==> config.mk <==
export PLATFORM = sky130hd
export DESIGN_NAME = hazard_ctrl
export DESIGN_NICKNAME = d
export VERILOG_FILES = /design/src/rtl/hazard_ctrl.sv
export SDC_FILE = /design/constraint.sdc
export NUM_CORES = 1
export LEC_CHECK = 0
export CAP_MARGIN = 40
export CORE_MARGIN = 2
export CORE_UTILIZATION = 35
export CTS_BUF_LIST = sky130_fd_sc_hd__clkbuf_16
export DETAILED_ROUTE_END_ITERATION = 7
export PLACE_DENSITY = 0.65
export SLEW_MARGIN = 20
export SYNTH_ARGS = -nofsm -noshare
export SYNTH_HDL_FRONTEND = slang
export SYNTH_SLANG_ARGS = --single-unit
==> constraint.sdc <==
create_clock -name clk -period 8.3 [get_ports clk]
set_input_delay 1.66 -clock clk [delete_from_list [all_inputs] [get_ports clk]]
set_output_delay 1.66 -clock clk [all_outputs]
set_load 0.005 [all_outputs]
==> src/rtl/hazard_ctrl.sv <==
//==============================================================================
//  Module      : hazard_ctrl
//  Description : Central stall / forward controller for a 5-stage MIPS
//                pipeline (F, D, E, M, W). Tracks the write descriptors and
//                source registers of the instructions in E, M and W. From
//                that state it produces the pipeline stall and the
//                forwarding-mux selects for the D, E and M stages.
//
//  Ports
//    clk        in   1   pipeline clock, rising edge
//    reset      in   1   synchronous active-high, clears all stage copies
//    Instr_D    in  32   instruction currently in D
//    Tnew_E     in   2   cycles until the E-stage result exists (0..2)
//    Num_new_E  in   5   destination register of the E instruction (0 = none)
//    stall      out  1   freeze PC and F/D, bubble into D/E
//    Fwd_rs_D   out  2   D rs select: 00 RF, 01 E, 10 M, 11 W
//    Fwd_rt_D   out  2   D rt select: 00 RF, 01 E, 10 M, 11 W
//    Fwd_rs_E   out  2   E rs select: 00 D/E reg, 01 M, 10 W
//    Fwd_rt_E   out  2   E rt select: 00 D/E reg, 01 M, 10 W
//    Fwd_rt_M   out  1   M store-data select: 0 E/M reg, 1 W
//
//  Revision    : 1.0  initial release
//==============================================================================
`timescale 1ns/1ps
`default_nettype none

module hazard_ctrl (
    input  logic        clk,
    input  logic        reset,
    input  logic [31:0] Instr_D,
    input  logic [1:0]  Tnew_E,
    input  logic [4:0]  Num_new_E,
    output logic        stall,
    output logic [1:0]  Fwd_rs_D,
    output logic [1:0]  Fwd_rt_D,
    output logic [1:0]  Fwd_rs_E,
    output logic [1:0]  Fwd_rt_E,
    output logic        Fwd_rt_M
);

    //--------------------------------------------------------------------------
    // Opcode / funct encodings used by the Tuse decoder
    //--------------------------------------------------------------------------
    localparam logic [5:0] c_OP_RTYPE  = 6'b000000;
    localparam logic [5:0] c_OP_BEQ    = 6'b000100;
    localparam logic [5:0] c_OP_BLTZAL = 6'b111111;
    localparam logic [5:0] c_OP_ORI    = 6'b001101;
    localparam logic [5:0] c_OP_LW     = 6'b100011;
    localparam logic [5:0] c_OP_SW     = 6'b101011;

    localparam logic [5:0] c_FN_ADD    = 6'b100000;
    localparam logic [5:0] c_FN_SUB    = 6'b100010;
    localparam logic [5:0] c_FN_JR     = 6'b001000;

    // Tuse value meaning "operand not read"; it is larger than any legal
    // Tnew, so it can never satisfy Tuse < Tnew.
    localparam logic [1:0] c_TUSE_NONE = 2'd3;

    //--------------------------------------------------------------------------
    // D-stage field extraction
    //--------------------------------------------------------------------------
    logic [5:0] w_op_D;
    logic [5:0] w_fn_D;
    logic [4:0] w_rs_D;
    logic [4:0] w_rt_D;

    assign w_op_D = Instr_D[31:26];
    assign w_fn_D = Instr_D[5:0];
    assign w_rs_D = Instr_D[25:21];
    assign w_rt_D = Instr_D[20:16];

    //--------------------------------------------------------------------------
    // Tuse decode: the number of cycles after D at which each operand is
    // first consumed (0 = in D, 1 = in E, 2 = in M, 3 = never).
    //--------------------------------------------------------------------------
    logic [1:0] w_tuse_rs;
    logic [1:0] w_tuse_rt;

    always_comb begin
        w_tuse_rs = c_TUSE_NONE;
        w_tuse_rt = c_TUSE_NONE;
        case (w_op_D)
            c_OP_BEQ: begin
                w_tuse_rs = 2'd0;
                w_tuse_rt = 2'd0;
            end
            c_OP_BLTZAL: begin
                w_tuse_rs = 2'd0;
            end
            c_OP_ORI, c_OP_LW: begin
                w_tuse_rs = 2'd1;
            end
            c_OP_SW: begin
                // Base address is needed by the ALU, store data only in M.
                w_tuse_rs = 2'd1;
                w_tuse_rt = 2'd2;
            end
            c_OP_RTYPE: begin
                case (w_fn_D)
                    c_FN_ADD, c_FN_SUB: begin
                        w_tuse_rs = 2'd1;
                        w_tuse_rt = 2'd1;
                    end
                    c_FN_JR: begin
                        w_tuse_rs = 2'd0;
                    end
                    default: begin
                        w_tuse_rs = c_TUSE_NONE;
                        w_tuse_rt = c_TUSE_NONE;
                    end
                endcase
            end
            default: begin
                // lui, j, jal and anything unrecognised read no registers.
                w_tuse_rs = c_TUSE_NONE;
                w_tuse_rt = c_TUSE_NONE;
            end
        endcase
    end

    //--------------------------------------------------------------------------
    // Stage copies
    //--------------------------------------------------------------------------
    logic [4:0] r_rs_E;
    logic [4:0] r_rt_E;
    logic [1:0] r_tnew_M;
    logic [4:0] r_num_M;
    logic [4:0] r_rt_M;
    logic [4:0] r_num_W;

    // One cycle of progress for the E-stage producer, floored at zero.
    logic [1:0] w_tnew_M_next;
    assign w_tnew_M_next = (Tnew_E == 2'd0) ? 2'd0 : (Tnew_E - 2'd1);

    always_ff @(posedge clk) begin
        if (reset) begin
            r_rs_E   <= 5'd0;
            r_rt_E   <= 5'd0;
            r_tnew_M <= 2'd0;
            r_num_M  <= 5'd0;
            r_rt_M   <= 5'd0;
            r_num_W  <= 5'd0;
        end else begin
            // A stalled D instruction stays in D; E receives a bubble whose
            // sources are $0 so it can never request a forward.
            if (stall) begin
                r_rs_E <= 5'd0;
                r_rt_E <= 5'd0;
            end else begin
                r_rs_E <= w_rs_D;
                r_rt_E <= w_rt_D;
            end
            // M and W advance unconditionally; the stall only holds F and D.
            r_tnew_M <= w_tnew_M_next;
            r_num_M  <= Num_new_E;
            r_rt_M   <= r_rt_E;
            r_num_W  <= r_num_M;
        end
    end

    //--------------------------------------------------------------------------
    // Stall detection
    // An operand stalls when its producer in E or M will not have the value
    // ready by the time the consumer needs it (Tuse < Tnew). $0 is exempt.
    //--------------------------------------------------------------------------
    logic w_stall_rs;
    logic w_stall_rt;

    always_comb begin
        w_stall_rs = 1'b0;
        w_stall_rt = 1'b0;
        if (w_rs_D != 5'd0) begin
            if ((w_rs_D == Num_new_E) && (w_tuse_rs < Tnew_E)) begin
                w_stall_rs = 1'b1;
            end
            if ((w_rs_D == r_num_M) && (w_tuse_rs < r_tnew_M)) begin
                w_stall_rs = 1'b1;
            end
        end
        if (w_rt_D != 5'd0) begin
            if ((w_rt_D == Num_new_E) && (w_tuse_rt < Tnew_E)) begin
                w_stall_rt = 1'b1;
            end
            if ((w_rt_D == r_num_M) && (w_tuse_rt < r_tnew_M)) begin
                w_stall_rt = 1'b1;
            end
        end
    end

    assign stall = w_stall_rs | w_stall_rt;

    //--------------------------------------------------------------------------
    // Producer qualification
    // A stage can supply a value only when it writes a non-zero register and
    // its result already exists. W always holds a finished result.
    //--------------------------------------------------------------------------
    logic w_e_ready;
    logic w_m_ready;
    logic w_w_ready;

    assign w_e_ready = (Num_new_E != 5'd0) && (Tnew_E == 2'd0);
    assign w_m_ready = (r_num_M   != 5'd0) && (r_tnew_M == 2'd0);
    assign w_w_ready = (r_num_W   != 5'd0);

    //--------------------------------------------------------------------------
    // D-stage forwarding: youngest qualified producer wins (E, M, W)
    //--------------------------------------------------------------------------
    always_comb begin
        Fwd_rs_D = 2'b00;
        if (w_e_ready && (w_rs_D == Num_new_E)) begin
            Fwd_rs_D = 2'b01;
        end else if (w_m_ready && (w_rs_D == r_num_M)) begin
            Fwd_rs_D = 2'b10;
        end else if (w_w_ready && (w_rs_D == r_num_W)) begin
            Fwd_rs_D = 2'b11;
        end
    end

    always_comb begin
        Fwd_rt_D = 2'b00;
        if (w_e_ready && (w_rt_D == Num_new_E)) begin
            Fwd_rt_D = 2'b01;
        end else if (w_m_ready && (w_rt_D == r_num_M)) begin
            Fwd_rt_D = 2'b10;
        end else if (w_w_ready && (w_rt_D == r_num_W)) begin
            Fwd_rt_D = 2'b11;
        end
    end

    //--------------------------------------------------------------------------
    // E-stage forwarding: M before W
    //--------------------------------------------------------------------------
    always_comb begin
        Fwd_rs_E = 2'b00;
        if (w_m_ready && (r_rs_E == r_num_M)) begin
            Fwd_rs_E = 2'b01;
        end else if (w_w_ready && (r_rs_E == r_num_W)) begin
            Fwd_rs_E = 2'b10;
        end
    end

    always_comb begin
        Fwd_rt_E = 2'b00;
        if (w_m_ready && (r_rt_E == r_num_M)) begin
            Fwd_rt_E = 2'b01;
        end else if (w_w_ready && (r_rt_E == r_num_W)) begin
            Fwd_rt_E = 2'b10;
        end
    end

    //--------------------------------------------------------------------------
    // M-stage store data: only W is older than M
    //--------------------------------------------------------------------------
    assign Fwd_rt_M = (r_rt_M != 5'd0) && (r_rt_M == r_num_W);

endmodule

`default_nettype wire

=== Word level (Yosys, flattened, before mapping) ===
Index checks and enable logic that the tools add are counted.

* Bits in registers: 27
* Input bits: 41
* Output and inout port bits: 10
* Logic and storage cells: 82

* $add $sub $neg: 1
* Order comparisons: 4
* Equal/unequal tests: 19
* Muxes and demuxes: 20
* Bitwise operators: 1
* Reductions and logical operators: 31

{| class="wikitable"
|+ Operators by type and width
! kind !! number
|-
| 5-bit equality test || 11
|-
| 6-bit equality test (second input constant) || 5
|-
| 5-bit nonzero test || 6
|-
| 2-bit two-way mux || 11
|-
| 1-bit logical AND || 17
|-
| 6-bit by 4-bit equality test with 1-bit output (second input constant) || 2
|-
| 2-bit case mux with 3 select lines || 2
|-
| 2-bit less-than comparator || 4
|-
| 2-bit OR reduction || 4
|-
| 6-bit by 3-bit equality test with 1-bit output (second input constant) || 1
|-
| 6-bit logical NOT || 1
|-
| 1-bit two-way mux || 6
|-
| 2-bit logical NOT || 2
|-
| 2-bit case mux with 2 select lines || 1
|-
| 3-bit OR reduction || 1
|-
| 2-bit by 1-bit subtractor with 2-bit output (second input constant) || 1
|-
| 1-bit OR || 1
|}

=== Longest topological paths before layout ===
Gate-level depths: netlist of the first run.

* Depth in word-level cells: 11
* Gate-level depth with buffers: 9
* Mapped depth without buffers: 8

=== Worst setup path before layout of the first run ===
No wires, ideal clock.

* Kind: in2out
* Start: in Instr_D[26]
* End: out stall
* Arrival: 3.401 ns
* Required time: 6.640 ns
* Path slack: 3.239 ns
* Cell stages on the path: 9
* Path buffers: 1
* Cell sequence: or4_4 > nor2_1 > nand2b_1 > ha_1 > a21boi_0 > o32ai_1 > a211oi_1 > buf_4 > inv_1

* Cells in the longest elaborated chain, start to end: 9

{| class="wikitable"
|+ Ends and longest elaborated chain
! what !! line !! RTL
|-
| start, declared || 30 || <nowiki>input logic [31:0] Instr_D,</nowiki>
|-
| 6-bit equality test, or another cell as far along || 82 || <nowiki>case (w_op_D)</nowiki>
|-
| 3-bit OR reduction (no line) or 2-bit OR reduction (tied branches) || n/a ||
|-
| 2-bit case mux with 3 select lines || 82 ||
|-
| 2-bit less-than comparator || 173 || <nowiki>if ((w_rs_D == Num_new_E) && (w_tuse_rs < Tnew_E)) begin</nowiki>
|-
| 1-bit logical AND || 173 ||
|-
| 1-bit two-way mux || 173 ||
|-
| 1-bit two-way mux || 176 || <nowiki>if ((w_rs_D == r_num_M) && (w_tuse_rs < r_tnew_M)) begin</nowiki>
|-
| 1-bit two-way mux || 172 || <nowiki>if (w_rs_D != 5'd0) begin</nowiki>
|-
| 1-bit OR (*) || 190 || <nowiki>assign stall = w_stall_rs | w_stall_rt;</nowiki>
|-
| end, declared || 33 || <nowiki>output logic stall,</nowiki>
|}

Every way passes the cells marked *; elsewhere a longest branch is shown, timed or not.

=== Final worst setup path of the first run ===
Same ends and word-level chain as after synthesis.

==> results_dict.tcl, run 1 <==
set metrics [dict create \
    fin_worst_skew_ps 4.54 \
    worst_ep_required_time_ps 6640 \
    remaining_drc_errors 0 \
    cts-hold-fix-buffers 0 \
    port_buffers 40 \
    rsz0062_at_grt "no" \
    crit_top_cell "clkdlybuf4s50_1" \
    numCtsBuffers 3 \
    tightest_slew_ps 523 \
    synthTopCellsByArea "dfxtp_1 30%, xor2_1 18%, xnor2_1 9.2%, nor2b_1 5.2%, and3b_1 4.4%" \
    die_area_sq_um 5730 \
    crit_type "primary input to output pin" \
    critical_path_peak_fanout 9 \
    area_delta_synth_final_pct 29.9 \
    cp_top_family "buffers and inverters" \
    final_core_util_pct 46.4 \
    cts_num_sinks 27 \
    drt_wl_total_um 4360 \
    cpMaxStageDelayCell "or4_4" \
    netlist.area_leader.share_pct 30.0 \
    finalMaxSlewViolations 0 \
    synthCells 204 \
    fin_nets 284 \
    hold_class "register to register" \
    synth.distinct_cells 36 \
    status "complete, no violations" \
    synth_nets 250 \
    fmax_mhz 159 \
    regToRegStartpoint "r_num_M[1]" \
    drtAntennaViolNets 0 \
    cp.buffers_inverters 4 \
    syn_area_sq_um 1800 \
    cp_cell_sequence "clkdlybuf4s50_1 > or4_4 > nor2_1 > nand2b_1 > ha_1 > a21boi_0 > o32ai_1 > a211oi_1 > buf_2 > inv_1 > clkdlybuf4s50_1" \
    overflow 0 \
    chipHeight_um 75.7 \
    yosys.area.top_type "dfxtp_1" \
    final.fill_count 501 \
    fin_tns_setup_ps 0 \
    core_region_area_sq_um 5040 \
    diodes 0 \
    ys_seq_area_share_pct 30.0 \
    synthArstFlopShare_pct 0 \
    slowest_delay_ps 590 \
    total_leakage_power_nw 0.947 \
    cts-htree-levels 1 \
    drive_gt1_share_pct 4.22 \
    vias_per_cell 4.98 \
    post_cts_buffers 0 \
    first_global_vias 1423 \
    synth_edf_count 0 \
    post-route-period-util_pct 75.5 \
    yosys_register_bits 27 \
    r2r_slack_ps 6280 \
    slew_headroom_pct 64.7 \
    fin_ws_ps 2030 \
    worstPathArrival_ps 4610 \
    post_drt_wl_per_cell_um 14.2 \
    die_width_um 75.7 \
    hp-start "r_rt_E[4]" \
    rows 26 \
    synth_commonest_cells "36 x xor2_1, 27 x dfxtp_1, 19 x xnor2_1, 15 x nor2b_1, 12 x clkbuf_1" \
    insertion_delay_ps 260 \
    grt_max_degree 28 \
    critPathCaptureType "output pin" \
    avgSynthCellArea_sq_um 8.82 \
    hold_viol 0 \
    power_mw 0.332 \
    dp_cells 302 \
    dp_slack_ps 2050 \
    cp-start-kind "primary input" \
    drt_pass1_iterations 4 \
    cts_tree "done" \
    pin_count 51 \
    routed-via-count 1528 \
    setup_violations 0 \
    grt_pass1_wl_um 7110 \
    cts_repair_resize_count 0 \
    drtIter0Drc 57 \
    worst_r2r_endpoint "r_rs_E[3]" \
    drv_cap 0 \
    hold_path_end "r_rt_M[4]" \
    vdd_drop_max_mv 0.0883 \
    antenna_found_initial 0 \
    synth_warnings 0 \
    ys.flop_type "dfxtp_1" \
    cts_root_buf "clkbuf_16" \
    clockBufferDepth 2 \
    place.gp.congestion 0.810 \
    path_clk_slew_ps 70 \
    power_density_nw_per_um2 142 \
    synth.most_common_cell "xor2_1" \
    final_cells 307 \
    ff2ff_path_depth 7 \
    hold_path_depth 1 \
    fin_crit_ps 6270 \
    grt_usage_pct 16.4 \
    initial_core_util_pct 35.7 \
    dp_hpwl_um 3310 \
]
-- per-stage QoR --
step / area, sq um / hold slack (ps)
4_1_cts: 2320 / 510
2_1_floorplan: 1800 / 483
3_5_place_dp: 2240 / 501
6_report: 2340 / 510
3_3_place_gp: 2230 / 494
5_1_grt: 2340 / 522
-- kinds of logic (layout without fill, tap and decap cells) --
logic type,Yosys count,after routing,synth area share [%]
AOI/OAI and AO/OA,21,21,8.90
xor gates and xnor gates,55,55,26.8
adders and majority gates,5,5,3.48
buffers and inverters,20,53,4.38
DFF,27,27,30.0
and+or+nand+nor,76,76,26.4
-- layout by cell type, fill, tap and decap left out, types with 2 or more instances in the layout --
cell type	count
and3b_1	9
a21boi_0	2
inv_1	7
o22ai_1	2
o32ai_1	2
nand2_1	5
dfxtp_1	27
o311ai_1	2
or4_1	6
nand3_1	8
o21ai_0	3
nand3b_1	3
xnor2_1	19
nor2_1	8
nor3_1	8
nor2b_1	15
nor4_1	7
clkdlybuf4s50_1	40
nand2b_1	2
o21a_1	2
ha_1	5
xor2_1	36
clkbuf_16	3
-- state kept, by name (all words and copies together), names as in the netlist --
name,flops
r_rs_E,5
r_num_M,5
r_rt_E,5
r_num_W,5
r_tnew_M,2
r_rt_M,5
-- worst max-delay path by stage --
stage / cells after the start / slack (ps) / from / end
after floorplan: 9 / 3240 / Instr_D[26] / stall
after global placement: 10 / 1740 / Instr_D[26] / stall
after global routing: 11 / 1770 / Instr_D[0] / stall
after detailed placement: 11 / 2050 / Instr_D[26] / stall
final: 11 / 2030 / Instr_D[26] / stall
after CTS: 11 / 2030 / Instr_D[0] / stall
-- power by group --
part           switching, mW  internal, mW  total [mW]
combinational         0.0315        0.0414      0.0729
sequential           0.00990         0.137       0.146
clock                 0.0475        0.0655       0.113
total                 0.0889         0.244       0.332
-- metal layers --
layer  track usage [%]  vias to the layer above  wire [um]
met5                 0                        -          0
met4              3.12                        0         14
met3              2.12                        2        127
met2              27.1                       36       2110
met1              23.1                      718       2110
li1                  -                      772          -
-- layout make-up --
class | count | area, sq um | area share [%]
clock buffer | 3 | 75.1 | 3.21
clock inverter | 1 | 7.51 | 0.321
inverter | 7 | 26.3 | 1.12
multi-input combinational | 157 | 1180 | 50.5
sequential | 27 | 541 | 23.1
tap | 70 | 87.6 | 3.75
timing repair buffer | 42 | 420 | 18.0
Power figures use the tool's default switching activity.
==> run 2: changes to the inputs <==
==> constraint.sdc (replaced) <==
create_clock -name clk -period 6.2 [get_ports clk]
set_input_delay 1.24 -clock clk [delete_from_list [all_inputs] [get_ports clk]]
set_output_delay 1.24 -clock clk [all_outputs]
set_load 0.005 [all_outputs]
==> run 2 against run 1 <==
- wire length shrank 2.9%
- flip-flop and latch count unchanged
- via count decreased by 0.13%
- critical path depth stayed put
- non-clock buffer count unchanged
- clock power is 33% higher
- cell count did not move
- global-route usage decreased by 0.32 points
- final area down 0.16%
- power is 33% higher
- worst hold slack got worse by 4.0 ps
- first-iteration DRC count is 3.5% lower
- largest power group unchanged
==> results_dict.tcl, run 2 (synthesized netlist as in run 1, its figures left out) <==
set metrics [dict create \
    fin_crit_ps 5450 \
    cp-start-kind "primary input" \
    chipHeight_um 75.7 \
    post_cts_buffers 0 \
    regArea_sq_um 541 \
    drive_gt1_share_pct 4.22 \
    diodes 0 \
    crit_top_cell "clkdlybuf4s50_1" \
    final_common_cell "clkdlybuf4s50_1" \
    fmax_mhz 183 \
    drv_cap 0 \
    dp_slack_ps 737 \
    antenna_found_initial 0 \
    place.gp.congestion 0.790 \
    cpMaxStageDelayCell "or4_4" \
    clockBufferDepth 2 \
    fin_nets 284 \
    pin_count 51 \
    vias_per_cell 4.97 \
    grt_usage_pct 16.1 \
    die_area_sq_um 5730 \
    cp_top_family "buffers and inverters" \
    hold_viol 0 \
    multi_input_area_sq_um 1180 \
    rows 26 \
    total_leakage_power_nw 0.946 \
    post-route-period-util_pct 88.0 \
    critical_path_peak_fanout 9 \
    area_delta_synth_final_pct 29.7 \
    overflow 0 \
    fin_worst_skew_ps 2.90 \
    status "complete, no violations" \
    slowest_delay_ps 590 \
    power_density_nw_per_um2 190 \
    grt_max_degree 28 \
    hold_class "register to register" \
    die_width_um 75.7 \
    grt_pass1_wl_um 6980 \
    routed-via-count 1526 \
    drt_wl_total_um 4230 \
    rsz0062_at_grt "no" \
    power_mw 0.443 \
    final.fill_count 475 \
    core_region_area_sq_um 5040 \
    initial_core_util_pct 35.7 \
    crit_type "primary input to output pin" \
    cts_num_sinks 27 \
    slew_headroom_pct 63.7 \
    drtIter0Drc 55 \
    hold_slack_ps 506 \
    cp_cell_sequence "clkdlybuf4s50_1 > or4_4 > nor2_1 > nand2b_1 > ha_1 > a21boi_0 > o32ai_1 > a211oi_1 > buf_2 > inv_1 > clkdlybuf4s50_1" \
    drtAntennaViolNets 0 \
    finalMaxSlewViolations 0 \
    tightest_slew_ps 541 \
    cts_tree "done" \
    post_drt_wl_per_cell_um 13.8 \
    first_global_vias 1443 \
    numCtsBuffers 3 \
    fin_ws_ps 747 \
    dp_hpwl_um 3180 \
    cts_repair_resize_count 0 \
    cts_root_buf "clkbuf_16" \
    cts-htree-levels 1 \
    worst_ep_required_time_ps 4960 \
    final_cells 307 \
    fin_tns_setup_ps 0 \
    remaining_drc_errors 0 \
    vdd_drop_max_mv 0.122 \
    setup_violations 0 \
    insertion_delay_ps 260 \
    critPathCaptureType "output pin" \
    final_cell_mix "40 x clkdlybuf4s50_1, 36 x xor2_1, 27 x dfxtp_1, 19 x xnor2_1, 15 x nor2b_1" \
    drt_pass1_iterations 4 \
    dp_cells 302 \
    cp.buffers_inverters 4 \
    cts-hold-fix-buffers 0 \
    port_buffers 40 \
    path_clk_slew_ps 70 \
    worstPathArrival_ps 4210 \
]
==> run 2: cell counts in the layout (fill, tap and decap cells not counted) <==
No cell type changed its count.
==> run 2: stage by stage <==
step,area [sq um],utilization (%)
global placement,2230,44.3
global route,2330,46.3
finish,2330,46.3
floorplan,1800,-
detailed placement,2240,44.4
CTS,2320,46.1
==> run 2: routing by layer <==
metal	GRT usage (%)	vias up	share of wire, %
li1	-	770	-
met1	22.1	697	45
met2	26.7	55	48
met3	2.78	4	5.8
met4	3.31	0	0.54
met5	0	-	0
==> run 2: layout make-up <==
cell class,instances,share of cell area [%]
Tap cell,70,3.75
Clock inverter,1,0.322
Timing Repair Buffer,42,17.9
Sequential cell,27,23.2
Inverter,7,1.13
Clock buffer,3,3.22
Multi-Input combinational cell,157,50.6
==> run 2: report_power, final <==
group	internal (mW)	switching (mW)	total (mW)
clock	0.0878	0.0622	0.150
sequential	0.183	0.0129	0.196
combinational	0.0552	0.0417	0.0969
==> run 2: path summary, 6_finish.rpt <==
kind	cells after the start	slack [ps]	start	end
min reg2reg	1	510	r_rt_E[3]	r_rt_M[3]
max	11	750	Instr_D[26]	stall
max reg2reg	7	4260	r_num_M[0]	r_rt_E[2]
min	1	510	r_rt_E[3]	r_rt_M[3]
==> run 3: changes to the inputs <==
==> constraint.sdc (replaced) <==
create_clock -name clk -period 5.3 [get_ports clk]
set_input_delay 1.06 -clock clk [delete_from_list [all_inputs] [get_ports clk]]
set_output_delay 1.06 -clock clk [all_outputs]
set_load 0.005 [all_outputs]
==> run 3 against run 2 <==
- clock power grew 15%
- highest routed layer unchanged
- flip-flop and latch count unchanged
- final area increased by 1.1%
==> results_dict.tcl, run 3 (synthesized netlist as in run 1, its figures left out) <==
set metrics [dict create \
    first_global_vias 1486 \
    p_switching_mw 0.135 \
    pin_count 51 \
    cp_top_family "buffers and inverters" \
    cts_tree "done" \
    slew_headroom_pct 65.4 \
    numCtsBuffers 3 \
    seqPwrFrac_pct 44.3 \
    p_clk_share_pct 33.5 \
    core_region_area_sq_um 5040 \
    total_leakage_power_nw 0.961 \
    power_density_nw_per_um2 219 \
    crit_cells 11 \
    startpoint "Instr_D[27]" \
    tightest_slew_ps 515 \
    p_int_mw 0.382 \
    finalMaxSlewViolations 0 \
    cp_cell_sequence "clkdlybuf4s50_1 > or4_4 > nor2_1 > nand2b_1 > ha_1 > a21boi_0 > o32ai_1 > a211oi_1 > buf_2 > inv_1 > clkdlybuf4s50_1" \
    vias_per_cell 4.93 \
    grt_usage_pct 16.4 \
    cts_root_buf "clkbuf_16" \
    hold_viol 0 \
    stdcell_area_sq_um 2360 \
    fmax_mhz 200 \
    rsz0062_at_grt "no" \
    vdd_drop_max_mv 0.145 \
    setup_violations 0 \
    worstPathArrival_ps 3950 \
    rows 26 \
    slowest_delay_ps 540 \
    worst_r2r_endpoint "r_rs_E[1]" \
    cts_num_sinks 27 \
    crit_top_cell "clkdlybuf4s50_1" \
    drive_gt1_share_pct 5.42 \
    status "complete, no violations" \
    routed-via-count 1527 \
    cts_repair_resize_count 0 \
    final_common_cell "clkdlybuf4s50_1" \
    fin_crit_ps 5010 \
    port_buffers 40 \
    post_drt_wl_per_cell_um 13.7 \
    cts-htree-levels 1 \
    drv_cap 0 \
    r2r_slack_ps 3320 \
    remaining_drc_errors 0 \
    path_clk_slew_ps 70 \
    final_cell_mix "40 x clkdlybuf4s50_1, 36 x xor2_1, 27 x dfxtp_1, 19 x xnor2_1, 15 x nor2b_1" \
    final.fill_count 517 \
    initial_core_util_pct 35.7 \
    critPathCaptureType "output pin" \
    fin_nets 287 \
    post-route-period-util_pct 94.6 \
    hold_slack_ps 505 \
    worst_ep_required_time_ps 4240 \
    insertion_delay_ps 260 \
    critical_path_peak_fanout 9 \
    cts-hold-fix-buffers 0 \
    cp-start-kind "primary input" \
    diodes 0 \
    die_width_um 75.7 \
    fin_tns_setup_ps 0 \
    regToRegStartpoint "r_num_M[0]" \
    antenna_found_initial 0 \
    ff2ff_path_depth 7 \
    placed_cell_area_sq_um 2280 \
    area_delta_synth_final_pct 31.2 \
    clockBufferDepth 2 \
    overflow 0 \
    cpMaxStageDelayCell "or4_4" \
    combPwrFrac_pct 22.2 \
    hold_class "register to register" \
    grt_max_degree 21 \
    cp.buffers_inverters 4 \
    drt_pass1_iterations 4 \
    place.gp.congestion 0.810 \
    drt_wl_total_um 4250 \
    endpoint "stall" \
    dp_hpwl_um 3300 \
    die_area_sq_um 5730 \
    swShare_pct 26.2 \
    grt_pass1_wl_um 7070 \
    crit_type "primary input to output pin" \
    post_cts_buffers 0 \
    drtAntennaViolNets 0 \
    drtIter0Drc 27 \
    chipHeight_um 75.7 \
    fin_worst_skew_ps 2.59 \
]
==> run 3: area by class of cell <==
class                      instances  area (sq um)  share of cell area, %
sequential                        27           541                   22.9
clock buffer                       3          75.1                   3.18
clock inverter                     1          7.51                  0.318
inverter                           7          26.3                   1.11
timing repair buffer              45           443                   18.8
multi-input combinational        157          1180                   50.0
tap                               70          87.6                   3.71
==> run 3: worst min-delay path by stage <==
stage          depth (start not counted)       from  slack [ps]         to
2_1_floorplan                          1  r_rt_E[1]         480  r_rt_M[1]
3_3_place_gp                           1  r_rt_E[1]         490  r_rt_M[1]
3_5_place_dp                           1  r_rt_E[2]         500  r_rt_M[2]
4_1_cts                                1  r_rt_E[2]         510  r_rt_M[2]
5_1_grt                                1  r_rt_E[4]         520  r_rt_M[4]
6_report                               1  r_rt_E[0]         500  r_rt_M[0]
==> run 3: routing by layer <==
| metal | GRT usage [%] | vias to the layer above | share of wire [%] |
|---|---|---|---|
| li1 | - | 779 | - |
| met1 | 21.9 | 717 | 47 |
| met2 | 27.3 | 29 | 50 |
| met3 | 3.17 | 2 | 3.4 |
| met4 | 3.90 | 0 | 0.40 |
| met5 | 0 | - | 0 |
==> run 3: power by group through the flow <==
stage	clock (mW)	combinational, mW	sequential [mW]
final	0.173	0.115	0.229
after global routing	0.186	0.128	0.231
after global placement	0	0.112	0.234
after CTS	0.179	0.116	0.229
after detailed placement	0	0.115	0.234
after floorplan	0	0.0690	0.224
==> run 3: per-stage QoR <==
stage	total power, mW	util (%)	cells	setup slack [ps]
after global placement	0.346	44.8	304	22.4
after detailed placement	0.349	45.2	306	258
after global routing	0.545	46.8	310	35.5
final	0.517	46.8	310	289
after CTS	0.524	46.8	310	263
after floorplan	0.293	-	204	1440
